$ cat config.mk
export PLATFORM = sky130hd
export DESIGN_NAME = wash_controller_flat
export DESIGN_NICKNAME = d
export VERILOG_FILES = /design/src/rtl/wash_controller_if.sv /design/src/rtl/wash_controller.sv /design/src/flat_wrapper.sv
export SDC_FILE = /design/constraint.sdc
export NUM_CORES = 1
export LEC_CHECK = 0
export CORE_MARGIN = 2
export CORE_UTILIZATION = 35
export DETAILED_ROUTE_END_ITERATION = 10
export GPL_TIMING_DRIVEN = 0
export HOLD_SLACK_MARGIN = 0.03
export PLACE_DENSITY = 0.57
export SYNTH_ARGS = -nofsm -noshare
export SYNTH_HDL_FRONTEND = slang
export SYNTH_SLANG_ARGS = --single-unit
$ cat constraint.sdc
create_clock -name cp -period 18.6 [get_ports cp]
set_input_delay 3.72 -clock cp [delete_from_list [all_inputs] [get_ports cp]]
set_output_delay 3.72 -clock cp [all_outputs]
set_load 0.02 [all_outputs]
$ cat src/rtl/wash_controller_if.sv
// Button/sensor inputs and display outputs of the wash controller.
// The controller is the master; the display/debounce side is the slave.
interface wash_controller_if;
  logic       pwr_btn;
  logic       start_btn;
  logic       mode_btn;
  logic       lid_open;
  logic [2:0] state;
  logic [9:0] data;
  logic [5:0] inLeft;
  logic [5:0] inMiddle;
  logic [5:0] inRight;

  modport master (
    input  pwr_btn, start_btn, mode_btn, lid_open,
    output state, data, inLeft, inMiddle, inRight
  );

  modport slave (
    output pwr_btn, start_btn, mode_btn, lid_open,
    input  state, data, inLeft, inMiddle, inRight
  );
endinterface

$ cat src/rtl/wash_controller.sv
// Washing-machine control FSM: sequences wash/rinse/dry phases and drives the display.
// Define WASH_AUTO_OFF_EN to enable the idle auto-off timeout in set/pause.
module wash_controller #(
  parameter int TICK_DIV     = 50000000,
  parameter int PHASE_TICKS  = 3,
  parameter int BEGIN_TICKS  = 2,
  parameter int FINISH_TICKS = 3,
  parameter int IDLE_TICKS   = 10
) (
  input  logic              cp,
  input  logic              reset,
  wash_controller_if.master bus
);
  localparam int              TDW         = (TICK_DIV > 1) ? $clog2(TICK_DIV) : 1;
  localparam logic [TDW-1:0]  TICK_LAST   = TDW'(TICK_DIV - 1);
  localparam logic [3:0]      PHASE_LAST  = 4'(PHASE_TICKS - 1);
  localparam logic [7:0]      BEGIN_LAST  = 8'(BEGIN_TICKS - 1);
  localparam logic [7:0]      FINISH_LAST = 8'(FINISH_TICKS - 1);
  localparam logic [6:0]      PT7         = 7'(PHASE_TICKS);

  typedef enum logic [2:0] {
    S_OFF    = 3'd0,
    S_BEGIN  = 3'd1,
    S_SET    = 3'd2,
    S_RUN    = 3'd3,
    S_ERROR  = 3'd4,
    S_PAUSE  = 3'd5,
    S_FINISH = 3'd6
  } state_e;

  function automatic logic [7:0] prog_mask(input logic [2:0] m);
    case (m)
      3'd1:    prog_mask = 8'hFF;
      3'd2:    prog_mask = 8'hC0;
      3'd3:    prog_mask = 8'hFC;
      3'd4:    prog_mask = 8'h3F;
      3'd5:    prog_mask = 8'h3C;
      3'd6:    prog_mask = 8'h03;
      default: prog_mask = 8'h00;
    endcase
  endfunction

  // Positions count from the MSB (position p is data bit 7-p); 8 means none found.
  function automatic logic [3:0] find_from(input logic [7:0] mask, input logic [3:0] start);
    logic [3:0] pos;
    logic       found;
    logic [2:0] idx;
    pos   = 4'd8;
    found = 1'b0;
    for (int unsigned i = 0; i < 8; i++) begin
      idx = 3'(7 - i);
      if (!found && i >= 32'(start) && mask[idx]) begin
        pos   = 4'(i);
        found = 1'b1;
      end
    end
    return pos;
  endfunction

  function automatic logic [3:0] count_from(input logic [7:0] mask, input logic [2:0] start);
    logic [3:0] n;
    logic [2:0] idx;
    n = '0;
    for (int unsigned i = 0; i < 8; i++) begin
      idx = 3'(7 - i);
      if (i >= 32'(start) && mask[idx]) n = n + 4'd1;
    end
    return n;
  endfunction

  function automatic logic [7:0] live_bits(input logic [7:0] mask, input logic [2:0] ptr,
                                           input logic blink);
    logic [7:0] b;
    logic [2:0] idx;
    logic [2:0] p;
    b = '0;
    for (int unsigned i = 0; i < 8; i++) begin
      idx = 3'(i);
      p   = 3'(7 - i);
      if (p < ptr)       b[idx] = 1'b0;
      else if (p == ptr) b[idx] = blink;
      else               b[idx] = mask[idx];
    end
    return b;
  endfunction

  state_e         state_q, state_d;
  logic [2:0]     mode_q, mode_d;
  logic [2:0]     ptr_q, ptr_d;
  logic [3:0]     pcnt_q, pcnt_d;
  logic           blink_q, blink_d;
  logic [7:0]     stage_q, stage_d;
  logic [TDW-1:0] tick_q, tick_d;
  logic [9:0]     data_q, data_d;
  logic [5:0]     left_q, left_d;
  logic [5:0]     right_q, right_d;
  logic           tick;
  logic [7:0]     mask_cur, mask_d;
  logic [3:0]     nxt;
  logic [6:0]     rem;
`ifdef WASH_AUTO_OFF_EN
  localparam logic [7:0] IDLE_LAST = 8'(IDLE_TICKS - 1);
  logic [7:0] idle_q, idle_d;
`endif

  always_comb begin
    state_d  = state_q;
    mode_d   = mode_q;
    ptr_d    = ptr_q;
    pcnt_d   = pcnt_q;
    blink_d  = blink_q;
    stage_d  = stage_q;
    tick     = (tick_q == TICK_LAST);
    mask_cur = prog_mask(mode_q);
    nxt      = find_from(mask_cur, {1'b0, ptr_q} + 4'd1);

    if (state_q != S_OFF && bus.pwr_btn) begin
      state_d = S_OFF;
    end else begin
      case (state_q)
        S_OFF:   if (bus.pwr_btn) state_d = S_BEGIN;
        S_BEGIN: if (tick) begin
          if (stage_q == BEGIN_LAST) state_d = S_SET;
          else                       stage_d = stage_q + 8'd1;
        end
        S_SET: begin
          if (bus.start_btn) begin
            state_d = S_RUN;
            ptr_d   = 3'(find_from(mask_cur, 4'd0));
            pcnt_d  = '0;
            blink_d = 1'b1;
          end else if (bus.mode_btn) begin
            mode_d = (mode_q == 3'd6) ? 3'd1 : mode_q + 3'd1;
          end
        end
        S_RUN: begin
          if (bus.lid_open)       state_d = S_ERROR;
          else if (bus.start_btn) state_d = S_PAUSE;
          else if (tick) begin
            if (pcnt_q == PHASE_LAST) begin
              pcnt_d = '0;
              if (nxt[3]) begin
                state_d = S_FINISH;
              end else begin
                ptr_d   = nxt[2:0];
                blink_d = 1'b1;
              end
            end else begin
              pcnt_d  = pcnt_q + 4'd1;
              blink_d = ~blink_q;
            end
          end
        end
        S_PAUSE: if (bus.start_btn) state_d = S_RUN;
        S_ERROR: if (bus.start_btn && !bus.lid_open) state_d = S_RUN;
        S_FINISH: if (tick) begin
          if (stage_q == FINISH_LAST) state_d = S_OFF;
          else                        stage_d = stage_q + 8'd1;
        end
        default: state_d = S_OFF;
      endcase
    end

`ifdef WASH_AUTO_OFF_EN
    idle_d = idle_q;
    if ((state_q == S_SET || state_q == S_PAUSE) && state_d == state_q) begin
      if (bus.mode_btn || bus.start_btn) idle_d = '0;
      else if (tick) begin
        if (idle_q == IDLE_LAST) state_d = S_OFF;
        else                     idle_d  = idle_q + 8'd1;
      end
    end
`endif

    // Every state change restarts the tick divider and per-state timers.
    if (state_d != state_q) begin
      tick_d  = '0;
      stage_d = '0;
`ifdef WASH_AUTO_OFF_EN
      idle_d  = '0;
`endif
    end else begin
      tick_d = tick ? '0 : tick_q + 1'b1;
    end
  end

  // Outputs are derived from next-state values so they land together with state.
  always_comb begin
    mask_d = prog_mask(mode_d);
    data_d = '0;
    rem    = '0;
    case (state_d)
      S_BEGIN, S_FINISH: data_d = 10'h100;
      S_SET: begin
        data_d = {2'b11, mask_d};
        rem    = 7'(count_from(mask_d, 3'd0)) * PT7;
      end
      S_RUN, S_PAUSE, S_ERROR: begin
        data_d = {2'b01, live_bits(mask_d, ptr_d, blink_d)};
        rem    = 7'(count_from(mask_d, ptr_d)) * PT7 - 7'(pcnt_d);
      end
      default: data_d = '0;
    endcase
    if (rem > 7'd99) rem = 7'd99;
    left_d  = 6'(rem / 7'd10);
    right_d = 6'(rem % 7'd10);
  end

  always_ff @(posedge cp) begin
    if (reset) begin
      state_q <= S_OFF;
      mode_q  <= 3'd1;
      ptr_q   <= '0;
      pcnt_q  <= '0;
      blink_q <= 1'b0;
      stage_q <= '0;
      tick_q  <= '0;
      data_q  <= '0;
      left_q  <= '0;
      right_q <= '0;
    end else begin
      state_q <= state_d;
      mode_q  <= mode_d;
      ptr_q   <= ptr_d;
      pcnt_q  <= pcnt_d;
      blink_q <= blink_d;
      stage_q <= stage_d;
      tick_q  <= tick_d;
      data_q  <= data_d;
      left_q  <= left_d;
      right_q <= right_d;
    end
  end

`ifdef WASH_AUTO_OFF_EN
  always_ff @(posedge cp) begin
    if (reset) idle_q <= '0;
    else       idle_q <= idle_d;
  end
`endif

  assign bus.state    = state_q;
  assign bus.data     = data_q;
  assign bus.inLeft   = left_q;
  assign bus.inMiddle = {3'b000, mode_q};
  assign bus.inRight  = right_q;
endmodule

$ cat src/flat_wrapper.sv
// flat-port wrapper written by rule: the top's interface ports become plain ports
module wash_controller_flat 
#(
  parameter int TICK_DIV     = 50000000,
  parameter int PHASE_TICKS  = 3,
  parameter int BEGIN_TICKS  = 2,
  parameter int FINISH_TICKS = 3,
  parameter int IDLE_TICKS   = 10
)
  (cp, reset, bus_pwr_btn, bus_start_btn, bus_mode_btn, bus_lid_open, bus_state, bus_data, bus_inLeft, bus_inMiddle, bus_inRight);
  wash_controller_if bus_i ();
  input  logic cp;
  input  logic reset;
  input wire logic [$bits(bus_i.pwr_btn)-1:0] bus_pwr_btn;
  input wire logic [$bits(bus_i.start_btn)-1:0] bus_start_btn;
  input wire logic [$bits(bus_i.mode_btn)-1:0] bus_mode_btn;
  input wire logic [$bits(bus_i.lid_open)-1:0] bus_lid_open;
  output wire logic [$bits(bus_i.state)-1:0] bus_state;
  output wire logic [$bits(bus_i.data)-1:0] bus_data;
  output wire logic [$bits(bus_i.inLeft)-1:0] bus_inLeft;
  output wire logic [$bits(bus_i.inMiddle)-1:0] bus_inMiddle;
  output wire logic [$bits(bus_i.inRight)-1:0] bus_inRight;
  assign bus_i.pwr_btn = bus_pwr_btn;
  assign bus_i.start_btn = bus_start_btn;
  assign bus_i.mode_btn = bus_mode_btn;
  assign bus_i.lid_open = bus_lid_open;
  assign bus_state = bus_i.state;
  assign bus_data = bus_i.data;
  assign bus_inLeft = bus_i.inLeft;
  assign bus_inMiddle = bus_i.inMiddle;
  assign bus_inRight = bus_i.inRight;
  wash_controller #(.TICK_DIV(TICK_DIV), .PHASE_TICKS(PHASE_TICKS), .BEGIN_TICKS(BEGIN_TICKS), .FINISH_TICKS(FINISH_TICKS), .IDLE_TICKS(IDLE_TICKS)) u_core (.cp(cp), .reset(reset), .bus(bus_i));
endmodule
==> impl_metrics.env, run 1 <==
export IMPL_cts_root_buffer="clkbuf_16"
export IMPL_avgSynthCellArea_sq_um=7.64
export IMPL_slowest_stage="fa_1"
export IMPL_yosysSeqAreaShare=0.242
export IMPL_switching_share=0.226
export IMPL_regArea_sq_um=1360
export IMPL_num_rows=46
export IMPL_cts_resized=0
export IMPL_finalInstanceArea_sq_um=6550
export IMPL_fill_cells=1658
export IMPL_synth_flop_cell="dfxtp_1"
export IMPL_finalWirelength_mm=14.5
export IMPL_final_layout_size_suffix_gt1_frac=0.0673
export IMPL_grt_pass1_vias=4862
export IMPL_place_congestion=0.843
export IMPL_slew_violations=0
export IMPL_tns_ns=0
export IMPL_crit_required_ns=18.82
export IMPL_drt_vias_per_instance=5.26
export IMPL_critical_path_endpoint_type="register"
export IMPL_cts_hold_buffers=0
export IMPL_clkPwrFrac=0.530
export IMPL_clk_pin_slew_ns=0.06
export IMPL_grt_setup_unrepaired="no"
export IMPL_synth_distinct_cells=94
export IMPL_dieArea_sq_um=17100
export IMPL_start_kind="input port"
export IMPL_grt_pass1_wl_mm=24.2
export IMPL_grt_util_all_layers=0.176
export IMPL_synth_area_leaders="dfxtp_1 (24%), nor2_1 (7.2%), ha_1 (6.9%), xnor2_1 (4.5%), nand2_1 (3.9%)"
export IMPL_die_w_um=131
export IMPL_peakVddDrop_mv=0.0370
export IMPL_async_reset_ff_frac=0
export IMPL_wire_per_inst_um=14.4
export IMPL_cap_violations=0
export IMPL_crit_type="input port to register"
export IMPL_critical_path_max_stage_delay_ns=0.55
export IMPL_areaGrowthSynthToFinish_pct=16.4
export IMPL_cts_tree="yes"
export IMPL_clockBufferDepth=2
export IMPL_ys_seq_elements=68
export IMPL_die_y_um=131
export IMPL_clk_latency_ns=0.34
export IMPL_path_common_cell="ha_1"
export IMPL_hpwl_mm=11.2
export IMPL_drt_pass1_iterations=5
export IMPL_yosysMostFrequentCell="nor2_1"
export IMPL_place_area_sq_um=6220
export IMPL_num_vias=5280
export IMPL_postRouteAntennaNets=0
export IMPL_cellLeakagePower_nw=2.53
export IMPL_synth_top_area_frac=0.242
export IMPL_hold_class="register to register"
export IMPL_grt_ovfl_total=0
export IMPL_p_int_mw=0.274
export IMPL_cts_inserted_buffers=9
export IMPL_fin_crit_sh=0.919
export IMPL_setup_viol=0
export IMPL_diodes=0
export IMPL_switching_power_mw=0.0799
export IMPL_cts_sinks=68
export IMPL_syn_inst=736
export IMPL_pin_count=37
export IMPL_grt_max_degree=13
export IMPL_path_buf_inv=8
export IMPL_drc=0
export IMPL_cts_setup_buffers=0
export IMPL_first_iter_violations=418
export IMPL_cp_max_fo=10
export IMPL_max_slew_margin=0.275
export IMPL_outcome="completed"
export IMPL_whs_ns=0.455
export IMPL_comb_power_share=0.054
export IMPL_io_buffers=31
export IMPL_worstPathArrival_ns=17.32
export IMPL_synth_edf_count=0
export IMPL_power_mw=0.354
export IMPL_fmax_mhz=58.5
export IMPL_ys_warn_count=0
export IMPL_initial_utilization=0.357
export IMPL_clock_skew_ns=0.00545
export IMPL_power_density_nw_per_um2=54.1
export IMPL_finalNetCount=823
export IMPL_cpLargestDelayFamily="compound AO/OA/AOI/OAI gates"
export IMPL_tightest_slew_ns=1.08
export IMPL_antenna_found_initial=0
export IMPL_netlist_area_sq_um=5620
export IMPL_multi_input_area_sq_um=4000
export IMPL_p_seq_frac=0.416
export IMPL_yosysTopAreaCell="dfxtp_1"
export IMPL_cts_max_level=3
export IMPL_coreArea_sq_um=15800
export IMPL_fin_crit_ns=17.10
export IMPL_synth_common_cells="nor2_1 (108), dfxtp_1 (68), nand2_1 (58), o21ai_0 (42), a21oi_1 (39)"
export IMPL_hold_viol=0
[registers in the layout (all words and copies together) (netlist names), 4 cells and up]
| name | count |
|---|---|
| u_core.pcnt_q | 4 |
| u_core.tick_q | 26 |
| u_core.bus.inRight | 6 |
| u_core.bus.inLeft | 4 |
| u_core.stage_q | 8 |
| u_core.bus.data | 10 |
[metal layers]
metal  vias up  track usage  part of all wire
met5         -            0                 0
met4         0       0.0363            0.0086
met3         9       0.0314             0.051
met2       117        0.281              0.45
met1      2432        0.251              0.49
li1       2722            -                 -
[area by class of cell]
cell class | instances | share of cell area
clock inverters | 5 | 0.0128
well taps | 216 | 0.0413
flip-flops and latches | 68 | 0.208
clock buffers | 11 | 0.0371
inverters | 39 | 0.0224
multi-input cells | 603 | 0.610
plain buffers | 30 | 0.0206
repair buffers | 31 | 0.0474
[cells by family (layout without fill, tap and decap cells)]
logic type,count (synthesis),in the layout,synth area share
other,1,5,0.000667
muxes,11,11,0.0234
xor gates and xnor gates,51,51,0.0819
adders and majority gates,37,37,0.0868
buffers and inverters,69,116,0.0501
and+or+nand+nor,315,315,0.280
DFF,68,68,0.242
AOI/OAI and AO/OA,184,184,0.235
[power by group through the flow]
stage	Sequential (mW)	Combinational [mW]	Clock, mW
after CTS	0.147	0.0189	0.192
after detailed placement	0.151	0.0189	0
final	0.147	0.0190	0.188
after global placement	0.151	0.0190	0
after floorplan	0.151	0.0119	0
after global routing	0.147	0.0211	0.196
[cell usage in the layout (no fill, tap or decap), types with 5 or more instances in the layout]
cell	netlist	routed
buf_4	5	5
a21o_1	11	11
dfxtp_1	68	68
a211o_1	5	5
nor2b_1	8	8
a22oi_1	5	5
nor2_1	108	108
o22ai_1	5	5
mux2i_1	6	6
nor3_1	15	15
clkbuf_1	22	23
nand2b_1	6	6
inv_1	37	37
o21ai_0	42	42
nand2_1	58	58
xnor2_1	29	29
clkbuf_16	0	9
and3_1	17	17
xor2_1	21	21
a21oi_1	39	39
nand3_1	36	36
ha_1	31	31
or3_1	6	6
nand4_1	11	11
and2_1	18	18
clkdlybuf4s50_1	0	31
conb_1	1	5
o21a_1	6	6
[path summary, 6_finish.rpt]
kind | start | to | slack (ns) | depth (start not counted)
worst max-delay path | bus_start_btn | u_core.bus.inRight[2]$_SDFF_PP0_ | 1.50 | 55
worst min register to register | u_core.tick_q[0]$_SDFF_PP0_ | u_core.tick_q[0]$_SDFF_PP0_ | 0.45 | 1
worst min-delay path | u_core.tick_q[0]$_SDFF_PP0_ | u_core.tick_q[0]$_SDFF_PP0_ | 0.45 | 1
worst max register to register | u_core.mode_q[0]$_SDFF_PP1_ | u_core.bus.inRight[2]$_SDFF_PP0_ | 4.60 | 57
[per-stage QoR]
step / util / cells / setup slack [ns]
global route: 0.415 / 1003 / 0.465
CTS: 0.415 / 1003 / 1.63
floorplan: - / 740 / 3.90
global placement: 0.394 / 987 / 1.15
detailed placement: 0.394 / 987 / 1.30
finish: 0.415 / 1003 / 1.50
[worst register-to-register path, delay by kind of cell, from the launching register on]
| kind | cells | cell delay, ns |
|---|---|---|
| adder cells (fa/ha/maj) | 11 | 3.13 |
| AO/OA/AOI/OAI | 20 | 4.92 |
| XOR/XNOR | 3 | 0.75 |
| flip-flops | 1 | 0.38 |
| AND/OR/NAND/NOR | 13 | 2.60 |
| multiplexers | 1 | 0.27 |
| buffers and inverters | 9 | 1.83 |
Power figures use the tool's default switching activity.
==> run 2: changes to the inputs <==
--- a/config.mk
+++ b/config.mk
@@ -9,8 +9,7 @@
 export CORE_UTILIZATION = 35
 export DETAILED_ROUTE_END_ITERATION = 10
 export GPL_TIMING_DRIVEN = 0
-export HOLD_SLACK_MARGIN = 0.03
-export PLACE_DENSITY = 0.57
+export PLACE_DENSITY_LB_ADDON = 0.3
 export SYNTH_ARGS = -nofsm -noshare
 export SYNTH_HDL_FRONTEND = slang
 export SYNTH_SLANG_ARGS = --single-unit
==> impl_metrics.env, run 2 (synthesis gave the netlist of run 1 again) <==
export IMPL_outcome="completed"
export IMPL_cts_setup_buffers=0
export IMPL_pin_count=37
export IMPL_max_slew_margin=0.278
export IMPL_start_kind="input port"
export IMPL_min_from="u_core.tick_q[0]$_SDFF_PP0_"
export IMPL_largest_reg_flops=26
export IMPL_finalNetCount=823
export IMPL_cts_root_buffer="clkbuf_16"
export IMPL_antenna_found_initial=0
export IMPL_cts_tree="yes"
export IMPL_cts_max_level=3
export IMPL_min_delay_path_depth=1
export IMPL_hpwl_mm=10.9
export IMPL_diodes=0
export IMPL_die_y_um=131
export IMPL_grt_setup_unrepaired="no"
export IMPL_reg2reg_slack_ns=4.63
export IMPL_clockBufferDepth=2
export IMPL_tns_ns=0
export IMPL_top_register="u_core.tick_q"
export IMPL_regArea_sq_um=1360
export IMPL_fmax_mhz=58.8
export IMPL_io_buffers=31
export IMPL_path_common_cell="ha_1"
export IMPL_num_rows=46
export IMPL_grt_ovfl_total=0
export IMPL_cts_hold_buffers=0
export IMPL_final_layout_size_suffix_gt1_frac=0.0661
export IMPL_crit_required_ns=18.83
export IMPL_drt_pass1_iterations=5
export IMPL_slowest_stage="fa_1"
export IMPL_areaGrowthSynthToFinish_pct=16.3
export IMPL_clk_latency_ns=0.34
export IMPL_multi_input_area_sq_um=4000
export IMPL_clock_skew_ns=0.00984
export IMPL_final_cell_mix="nor2_1 (108), dfxtp_1 (68), nand2_1 (58)"
export IMPL_cp_max_fo=10
export IMPL_cts_resized=0
export IMPL_place_area_sq_um=6220
export IMPL_coreArea_sq_um=15800
export IMPL_setup_viol=0
export IMPL_critical_path_max_stage_delay_ns=0.55
export IMPL_cts_inserted_buffers=9
export IMPL_power_density_nw_per_um2=53.9
export IMPL_drc=0
export IMPL_worstPathArrival_ns=17.24
export IMPL_cap_violations=0
export IMPL_rr_worst_depth=57
export IMPL_drt_vias_per_instance=5.30
export IMPL_hold_class="register to register"
export IMPL_initial_utilization=0.357
export IMPL_first_iter_violations=415
export IMPL_wire_per_inst_um=14.4
export IMPL_finalInstanceArea_sq_um=6540
export IMPL_hold_viol=0
export IMPL_r2r_start="u_core.mode_q[0]$_SDFF_PP1_"
export IMPL_die_w_um=131
export IMPL_place_congestion=0.899
export IMPL_fin_crit_ns=17.01
export IMPL_clk_pin_slew_ns=0.06
export IMPL_grt_pass1_wl_mm=24.6
export IMPL_tightest_slew_ns=1.08
export IMPL_finalWirelength_mm=14.5
export IMPL_slew_violations=0
export IMPL_peakVddDrop_mv=0.0452
export IMPL_dieArea_sq_um=17100
export IMPL_fin_crit_sh=0.915
export IMPL_worstHoldEndpoint="u_core.tick_q[0]$_SDFF_PP0_"
export IMPL_cts_sinks=68
export IMPL_fill_cells=1662
export IMPL_crit_type="input port to register"
export IMPL_num_vias=5318
export IMPL_grt_util_all_layers=0.180
export IMPL_grt_max_degree=12
export IMPL_grt_pass1_vias=4973
export IMPL_r2r_end="u_core.bus.inRight[2]$_SDFF_PP0_"
export IMPL_cellLeakagePower_nw=2.53
export IMPL_final_common_cell="nor2_1"
export IMPL_critical_path_endpoint_type="register"
export IMPL_postRouteAntennaNets=0
run 2: worst max path at each step:
stage          slack [ns]  cells after the start           from                                to
6_report             1.59                     55  bus_start_btn  u_core.bus.inRight[2]$_SDFF_PP0_
5_1_grt              0.49                     54  bus_start_btn  u_core.bus.inRight[1]$_SDFF_PP0_
4_1_cts              1.70                     55  bus_start_btn  u_core.bus.inRight[2]$_SDFF_PP0_
3_5_place_dp         1.38                     55  bus_start_btn  u_core.bus.inRight[2]$_SDFF_PP0_
3_3_place_gp         1.31                     55  bus_start_btn  u_core.bus.inRight[2]$_SDFF_PP0_
2_1_floorplan        3.90                     54  bus_start_btn  u_core.bus.inRight[2]$_SDFF_PP0_
run 2: per-stage QoR:
stage	utilization	hold WS (ns)	std cells	power [mW]	setup slack [ns]
4_1_cts	0.415	0.453	1003	0.357	1.70
3_5_place_dp	0.394	0.440	987	0.169	1.38
2_1_floorplan	-	0.418	740	0.163	3.90
6_report	0.415	0.447	1003	0.352	1.59
5_1_grt	0.415	0.480	1003	0.365	0.494
3_3_place_gp	0.394	0.431	987	0.169	1.31
run 2: layer usage:
layer	global-route usage	wire length, um	up-vias
met5	0	0	-
met4	0.0476	174	0
met3	0.0362	715	12
met2	0.282	6380	134
met1	0.253	7190	2455
li1	-	-	2717
run 2: worst max-delay path: cells and delay by family:
kind / cells / cell delay, ns
compound gates: 18 / 4.08
xor+xnor: 3 / 0.75
fa+ha+maj: 10 / 2.74
simple gates: 15 / 3.76
mux: 1 / 0.27
buf+inv: 8 / 1.93
run 2: cell type report:
cell class              instances  area share
multi-input cells             603       0.611
flip-flops and latches         68       0.208
repair buffers                 31      0.0475
well taps                     216      0.0413
clock buffers                  12      0.0377
inverters                      39      0.0224
plain buffers                  30      0.0207
clock inverters                 4      0.0111
run 2: report_power, final:
| group | internal, mW | leakage (nW) | switching [mW] |
|---|---|---|---|
| logic | 0.00619 | 1.83 | 0.0127 |
| clock network | 0.121 | 0.153 | 0.0650 |
| registers | 0.147 | 0.548 | 0.000837 |
